`config.mk`:
```
export PLATFORM = sky130hd
export DESIGN_NAME = icache_refill_ctrl
export DESIGN_NICKNAME = d
export VERILOG_FILES = /design/src/rtl/icache_refill_ctrl_pkg.sv /design/src/rtl/icache_refill_ctrl_line_buffer.sv /design/src/rtl/icache_refill_ctrl.sv
export SDC_FILE = /design/constraint.sdc
export NUM_CORES = 1
export LEC_CHECK = 0
export BUFFER_PORTS_ARGS = -buffer_cell sky130_fd_sc_hd__clkbuf_2
export CAP_MARGIN = 20
export CORE_MARGIN = 8
export CORE_UTILIZATION = 50
export DETAILED_ROUTE_END_ITERATION = 6
export GPL_TIMING_DRIVEN = 0
export PLACE_DENSITY_LB_ADDON = 0.12
export SYNTH_ARGS = -nofsm -noshare
export SYNTH_HDL_FRONTEND = slang
export SYNTH_SLANG_ARGS = --single-unit
export TNS_END_PERCENT = 10
```
`constraint.sdc`:
```
create_clock -name clk -period 2.1 [get_ports clk]
set_input_delay 0.105 -clock clk [delete_from_list [all_inputs] [get_ports clk]]
set_output_delay 0.105 -clock clk [all_outputs]
set_load 0.02 [all_outputs]
```
`src/rtl/icache_refill_ctrl_pkg.sv`:
```
// Shared types and geometry for the L1 I-cache refill path.
// Constants track SIZE_PC and CACHE_WIDTH so the cache and refill logic agree.
package icache_refill_ctrl_pkg;

  localparam int SIZE_PC     = 32;
  localparam int CACHE_WIDTH = 256;

  localparam int ADDR_W = SIZE_PC;
  localparam int LINE_W = CACHE_WIDTH;
  localparam int BEAT_W = 64;
  localparam int BEATS  = LINE_W / BEAT_W;
  localparam int OFFS_W = $clog2(LINE_W / 8);

  typedef enum logic [2:0] {
    IDLE   = 3'd0,
    REQ    = 3'd1,
    FILL   = 3'd2,
    WRITE  = 3'd3,
    SETTLE = 3'd4
  } refill_state_e;

endpackage

```
`src/rtl/icache_refill_ctrl_line_buffer.sv`:
```
// Beat counter plus line assembly register for the refill path.
// Beat n lands in bits [n*BEAT_W +: BEAT_W]; full flags the last beat slot.
module refill_line_buffer
  import icache_refill_ctrl_pkg::*;
#(
  parameter int BW = icache_refill_ctrl_pkg::BEAT_W,
  parameter int NB = icache_refill_ctrl_pkg::BEATS
) (
  input  logic             clk,
  input  logic             reset,
  input  logic             clear,
  input  logic             beatWr,
  input  logic [BW-1:0]    beat,
  output logic             full,
  output logic [NB*BW-1:0] line
);

  localparam int CNT_W = $clog2(NB);

  logic [CNT_W-1:0]          cnt;
  logic [NB-1:0][BW-1:0]     lineQ;

  always_ff @(posedge clk or negedge reset) begin
    if (!reset)      cnt <= '0;
    else if (clear)  cnt <= '0;
    else if (beatWr) cnt <= cnt + 1'b1;
  end

  always_ff @(posedge clk or negedge reset) begin
    if (!reset) begin
      lineQ <= '0;
    end else if (beatWr) begin
      for (int g = 0; g < NB; g++)
        if (cnt == CNT_W'(g)) lineQ[g] <= beat;
    end
  end

  assign full = (cnt == CNT_W'(NB - 1));
  assign line = lineQ;

endmodule

```
`src/rtl/icache_refill_ctrl.sv`:
```
// L1 I-cache miss handler: one line request, beat collection, one-cycle write.
// Define ICACHE_REFILL_PERF_EN to add refill/stall performance counters.
module icache_refill_ctrl
  import icache_refill_ctrl_pkg::*;
#(
  parameter int ADDR_W = icache_refill_ctrl_pkg::ADDR_W,
  parameter int LINE_W = icache_refill_ctrl_pkg::LINE_W,
  parameter int BEAT_W = icache_refill_ctrl_pkg::BEAT_W,
  parameter int BEATS  = icache_refill_ctrl_pkg::BEATS,
  parameter int OFFS_W = icache_refill_ctrl_pkg::OFFS_W
) (
  input  logic              clk,
  input  logic              reset,
  input  logic              miss_i,
  input  logic [ADDR_W-1:0] missAddr_i,
  input  logic              flush_i,
  output logic              memReq_o,
  output logic [ADDR_W-1:0] memAddr_o,
  input  logic              memReqAck_i,
  input  logic              memBeatValid_i,
  input  logic [BEAT_W-1:0] memBeat_i,
  output logic              wrEnable_o,
  output logic [ADDR_W-1:0] wrAddr_o,
  output logic [LINE_W-1:0] instBlock_o,
  output logic              busy_o
`ifdef ICACHE_REFILL_PERF_EN
  ,
  output logic [31:0]       refillCount_o,
  output logic [31:0]       refillStallCycles_o
`endif
);

  refill_state_e     state, nextState;
  logic [ADDR_W-1:0] lineAddr, missLine;
  logic              acceptMiss, beatWr, bufClear, bufFull;
  logic              memReqNext, wrEnNext, busyNext;
  logic              unusedOffs;

  assign missLine   = {missAddr_i[ADDR_W-1:OFFS_W], {OFFS_W{1'b0}}};
  assign unusedOffs = ^missAddr_i[OFFS_W-1:0];

  // SETTLE is excluded here: the lookup that raised miss_i predates the write.
  assign acceptMiss = (state == IDLE) && miss_i && !flush_i;
  assign beatWr     = (state == FILL) && memBeatValid_i;
  assign bufClear   = (state == REQ) && memReqAck_i;

  always_ff @(posedge clk or negedge reset) begin
    if (!reset) state <= IDLE;
    else        state <= nextState;
  end

  always_comb begin
    nextState = state;
    unique case (state)
      IDLE:   if (acceptMiss) nextState = REQ;
      // An ack in the same cycle as a flush wins: the request is already taken.
      REQ:    if (memReqAck_i)  nextState = FILL;
              else if (flush_i) nextState = IDLE;
      FILL:   if (beatWr && bufFull) nextState = WRITE;
      WRITE:  nextState = SETTLE;
      SETTLE: nextState = IDLE;
      default: nextState = IDLE;
    endcase
  end

  always_comb begin
    memReqNext = (nextState == REQ);
    wrEnNext   = (nextState == WRITE);
    busyNext   = (nextState != IDLE);
  end

  always_ff @(posedge clk or negedge reset) begin
    if (!reset) begin
      memReq_o   <= 1'b0;
      wrEnable_o <= 1'b0;
      busy_o     <= 1'b0;
      wrAddr_o   <= '0;
      lineAddr   <= '0;
    end else begin
      memReq_o   <= memReqNext;
      wrEnable_o <= wrEnNext;
      busy_o     <= busyNext;
      if (acceptMiss) lineAddr <= missLine;
      if (wrEnNext)   wrAddr_o <= lineAddr;
    end
  end

  assign memAddr_o = lineAddr;

  refill_line_buffer #(
    .BW (BEAT_W),
    .NB (BEATS)
  ) u_lineBuf (
    .clk    (clk),
    .reset  (reset),
    .clear  (bufClear),
    .beatWr (beatWr),
    .beat   (memBeat_i),
    .full   (bufFull),
    .line   (instBlock_o)
  );

`ifdef ICACHE_REFILL_PERF_EN
  always_ff @(posedge clk or negedge reset) begin
    if (!reset) begin
      refillCount_o       <= '0;
      refillStallCycles_o <= '0;
    end else begin
      if (state == WRITE && refillCount_o != '1)
        refillCount_o <= refillCount_o + 32'd1;
      if (busy_o && refillStallCycles_o != '1)
        refillStallCycles_o <= refillStallCycles_o + 32'd1;
    end
  end
`endif

endmodule
```
## Yosys cells after proc, flatten, opt, wreduce, memory -nomap -nowiden

Index checks and enable logic that the tools add are counted.
Widths: inputs -> output; s select.

| storage, ports and cells | value |
|---|---|
| bits in registers | 318 |
| output and inout bits | 323 |
| input bits | 102 |

| operators by class | value |
|---|---|
| mux-type cells | 7 |
| eq/ne operators | 8 |
| reduce and logical (&&, ||, !) cells | 14 |
| $add $sub $neg | 1 |

Operators by type and width:

| cell | count |
|---|---|
| $mux 3 | 4 |
| $pmux 3 s4 | 1 |
| $eq 3x2->1 const B | 3 |
| $reduce_and 2->1 | 4 |
| $eq 3x1->1 const B | 2 |
| $logic_and 1x1->1 | 5 |
| $eq 2x2->1 const B | 2 |
| $mux 2 | 2 |
| $logic_not 3->1 | 1 |
| $reduce_bool 3->1 | 1 |
| $add 2x1->2 const B | 1 |
| $eq 2x1->1 const B | 1 |
| $logic_not 2->1 | 1 |
| $reduce_bool 2->1 | 1 |
| $logic_not 1->1 | 1 |

## Logic depth before layout (Yosys ltp)

| depth | value |
|---|---|
| word-level depth | 6 |
| gate-level depth with buffers | 6 |

## Cells and area by module

From an unflattened synthesis, not the netlist that was laid out.

| unflattened totals | value |
|---|---|
| cell total of the unflattened synthesis | 701 |
| area, all modules | 13424.1 um^2 |

Modules (own cells, without submodules):

| module | area each (um^2) | seq. area each (um^2) | instances | cells an instance |
|---|---|---|---|---|
| refill_line_buffer | 10895.4 | 6456.2 | 1 | 553 |
| icache_refill_ctrl | 2528.7 | 1501.4 | 1 | 148 |

## Least setup slack after synthesis

No wires, ideal clock.

| timing path | value |
|---|---|
| path kind | register to register |
| from | reg state[0] |
| to | reg u_lineBuf.lineQ (netlist bit u_lineBuf.line[216]) |
| path buffers | 3 |
| path slack | 0.451 ns |
| arrival time | 1.521 ns |
| cell stages (with the launch flop) | 7 |
| setup time | 0.128 ns |
| cells stage by stage | dfrtp_1 nor4bb_1 buf_2 nand2_2 buf_6 buf_6 mux2_1 |

| on the way | value |
|---|---|
| word-level cells in the longest chain between the ends | 3 |

Ends and longest elaborated chain:

| item | line | source |
|---|---|---|
| start, declared | icache_refill_ctrl.sv:33 | `refill_state_e state, nextState;` |
| start signal, assigned | icache_refill_ctrl.sv:49 | `else state <= nextState;` |
| $eq 3x2->1 | icache_refill_ctrl.sv:44 | `assign beatWr = (state == FILL) && memBeatValid_i;` |
| $logic_and 1x1->1 | icache_refill_ctrl.sv:44 |  |
| $reduce_and 2->1 (no line) | -- |  |
| end signal, assigned by index | icache_refill_ctrl_line_buffer.sv:34 | `if (cnt == CNT_W'(g)) lineQ[g] <= beat;` |
| end, declared | icache_refill_ctrl_line_buffer.sv:21 | `logic [NB-1:0][BW-1:0] lineQ;` |

No other way between the ends.
A chain may end at the register's enable or synchronous reset.

## Worst setup path in the final report

| timing path | value |
|---|---|
| from | reg state[0] |
| to | reg u_lineBuf.lineQ (netlist bit u_lineBuf.line[35]) |

The elaborated chain is that of the path after synthesis.

==> metrics.txt <==
Syn Area/Cell between 15 and 20 µm²; ranking of synthesized cells by area dfrtp_1, mux2_2, buf_6; fin crit share ~90%; fraction of layout cells with a size suffix above 1 63.5%; Placed Cells incl. Taps around 1400; hold path cells 4; top_reg_cell synth dfrtp_1; # DRC 0; Nets ~1400; skew final between 0.008 and 0.009 ns; total CTS buffers 34; CP Data Required Time ~2.5 ns; Core ar. approximately 0.024 mm²; CP startpoint kind flop; r2r startpoint state[0]; leakage approximately 8.5 nW; first-pass GRT wire length 50300 µm; status completed; number of vias per cell between 4 and 5; EDFF count, synth 0; max-slew violations 0; # clock sinks roughly 320; Mapped Area 0.0121 mm²; post-synthesis cell count about 700; post-synthesis sequential area ratio between 60% and 70%; R2R cell count 5; RSZ-0062 raised after global routing false; final design utilization a little over two thirds; die area around 0.03 mm²; root buf cell clkbuf_16; CTS tree yes; kind of critical path reg -> reg; Die Span Y 171 µm; Total GRT Usage 22.4%; post-synth cell types 21; Slew @ Worst Pin ~0.58 ns; element type at the critical path end flop; Resize count post-CTS 0; Reg clk slew, reported paths 0.06 ns; asr flop ratio synth 100%; io pins 425; CP endpoint u_lineBuf.line[35]; number of fill cells in the layout 1742; RD Place Congestion around 0.77; Multi-input gate area around 0.0037 mm²; Yosys top cell by area dfrtp_1; Final ANT Viol Nets 0; Register Area between 0.007 and 0.008 mm²; FP Rows 57; Critical Path AT between 2 and 2.5 ns; largest net degree at the start of global routing between 100 and 150; CTS H-Tree Depth 2; grt ovf 0; Peak VDD IR 1.01 mV; Vias approximately 8000; YS warnings 0; Setup TNS 0 ns; DR iter-0 viols about 350; vias in the first global route approximately 8600; Post-Route WL between 30000 and 40000 µm; fin cells 1600; r2r setup slk about 0.18 ns; fmax ~0.52 GHz; Layout area overhead 38.0%; crit path from state[0]; Hold WC Path Type in -> reg; Worst Path Max Fanout 10; routed length per instance 20.7 µm; Power per Cell Area 1650 mW/mm²; Critical R2R Capture u_lineBuf.line[35]; max cap viols 0; top-area cell type share of the netlist area approximately two thirds; Clock Path Buffers 3; DIE WIDTH between 150 and 200 µm; antenna violations before repair 1; Final min period 1.92 ns; final hold violation count 0; Buffers on Ports just over 400; final setup vio count 0; starting density of the core 50.3%; max_slew headroom 61.4%; FF+latch count, synth about 320; Hold WS 0.107 ns; Pwr Total ~27 mW; Pre-antenna DRT Iters 4; post-detail-place hpwl 24100 µm; clk_lat worst skew around 0.50 ns
## what timing repair did
item,in CTS,in global routing
endpoints found under the hold margin,345,0
setup buffers,0,0
hold buffers,95,0
## state kept, by name (all words and copies together), names as in the netlist
name and flops:
busy_o 1, memAddr_o 27, memReq_o 1, state 3
u_lineBuf.cnt 2, u_lineBuf.line 256, wrAddr_o 27, wrEnable_o 1
## layer usage
layer  vias to the layer above  share of wire [%]  track usage [%]
li1                       3563                  -                -
met1                      3988                 37             25.7
met2                       294                 50             38.6
met3                        68                9.2             7.16
met4                         0                3.3             8.66
met5                         -                  0                0
## worst min-delay path by stage
stage                   from            endpoint  slack, ns
6_report              miss_i            memReq_o       0.11
3_5_place_dp           reset  u_lineBuf.line[27]       0.11
5_1_grt                reset  u_lineBuf.line[27]       0.20
4_1_cts               miss_i            memReq_o        0.1
3_3_place_gp   missAddr_i[8]        memAddr_o[8]       0.34
2_1_floorplan          reset              busy_o      -0.19
## synthesized netlist by cell type (2+ instances only)
library cell / number
buf_2: 6
buf_4: 10
buf_6: 25
dfrtp_1: 318
ha_1: 4
inv_1: 5
mux2_1: 4
mux2_2: 308
nand2_1: 4
nand2_2: 4
nor2_1: 3
nor2b_1: 2
o21ai_0: 2
## layout make-up
cell class	instances	area share, %
clock inverter	2	0.0752
sequential	318	47.8
tap	324	2.44
buffer	41	2.32
multi-input combinational	348	22.4
inverter	5	0.113
timing repair buffer	507	18.6
antenna	1	0.0150
clock buffer	54	6.25
## logic make-up after synthesis
logic type	Yosys count	share of synthesized area (%)
adders and majority gates	4	0.415
DFF	318	66.0
buffers and inverters	46	3.36
muxes	312	29.1
other	1	0.0311
and+or+nand+nor	16	0.716
AOI/OAI and AO/OA	6	0.332
## power by group
part           leakage (nW)  switching [mW]  total [mW]  internal (mW)
combinational          4.06            6.68        11.2           4.51
sequential             3.96            1.61        10.6           9.04
clock                 0.510            2.25        5.62           3.38
total                  8.53            10.5        27.5           16.9
## worst max-delay path: stages, from the launching register on
cell and delay (ns):
dfrtp_1 0.45, nor4bb_1 0.27, buf_2 0.23, nand2_2 0.29, buf_6 0.27, mux2_2 0.28
## per-stage QoR
step / cell area [µm²] / worst slack (ns)
3_3_place_gp: 14500 / -5.99
4_1_cts: 16600 / 0.123
6_report: 16600 / 0.179
5_1_grt: 16600 / 0.0331
2_1_floorplan: 12100 / 0.451
3_5_place_dp: 14600 / 0.135
## cell usage in the layout, fill, tap and decap left out
cell	netlist	routed
a21oi_1	1	1
a221oi_1	1	1
buf_16	0	3
buf_2	6	6
buf_4	10	10
buf_6	25	25
clkbuf_1	0	12
clkbuf_16	0	37
clkbuf_2	0	408
clkbuf_8	0	6
clkinv_2	0	1
clkinvlp_4	0	1
conb_1	1	10
dfrtp_1	318	318
diode_2	0	1
dlygate4sd3_1	0	95
ha_1	4	4
inv_1	5	5
mux2_1	4	4
mux2_2	308	308
nand2_1	4	4
nand2_2	4	4
nor2_1	3	3
nor2b_1	2	2
nor3_1	1	1
nor3b_1	1	1
nor4bb_1	1	1
o211ai_1	1	1
o21ai_0	2	2
o31a_1	1	1
Power figures use the tool's default switching activity.
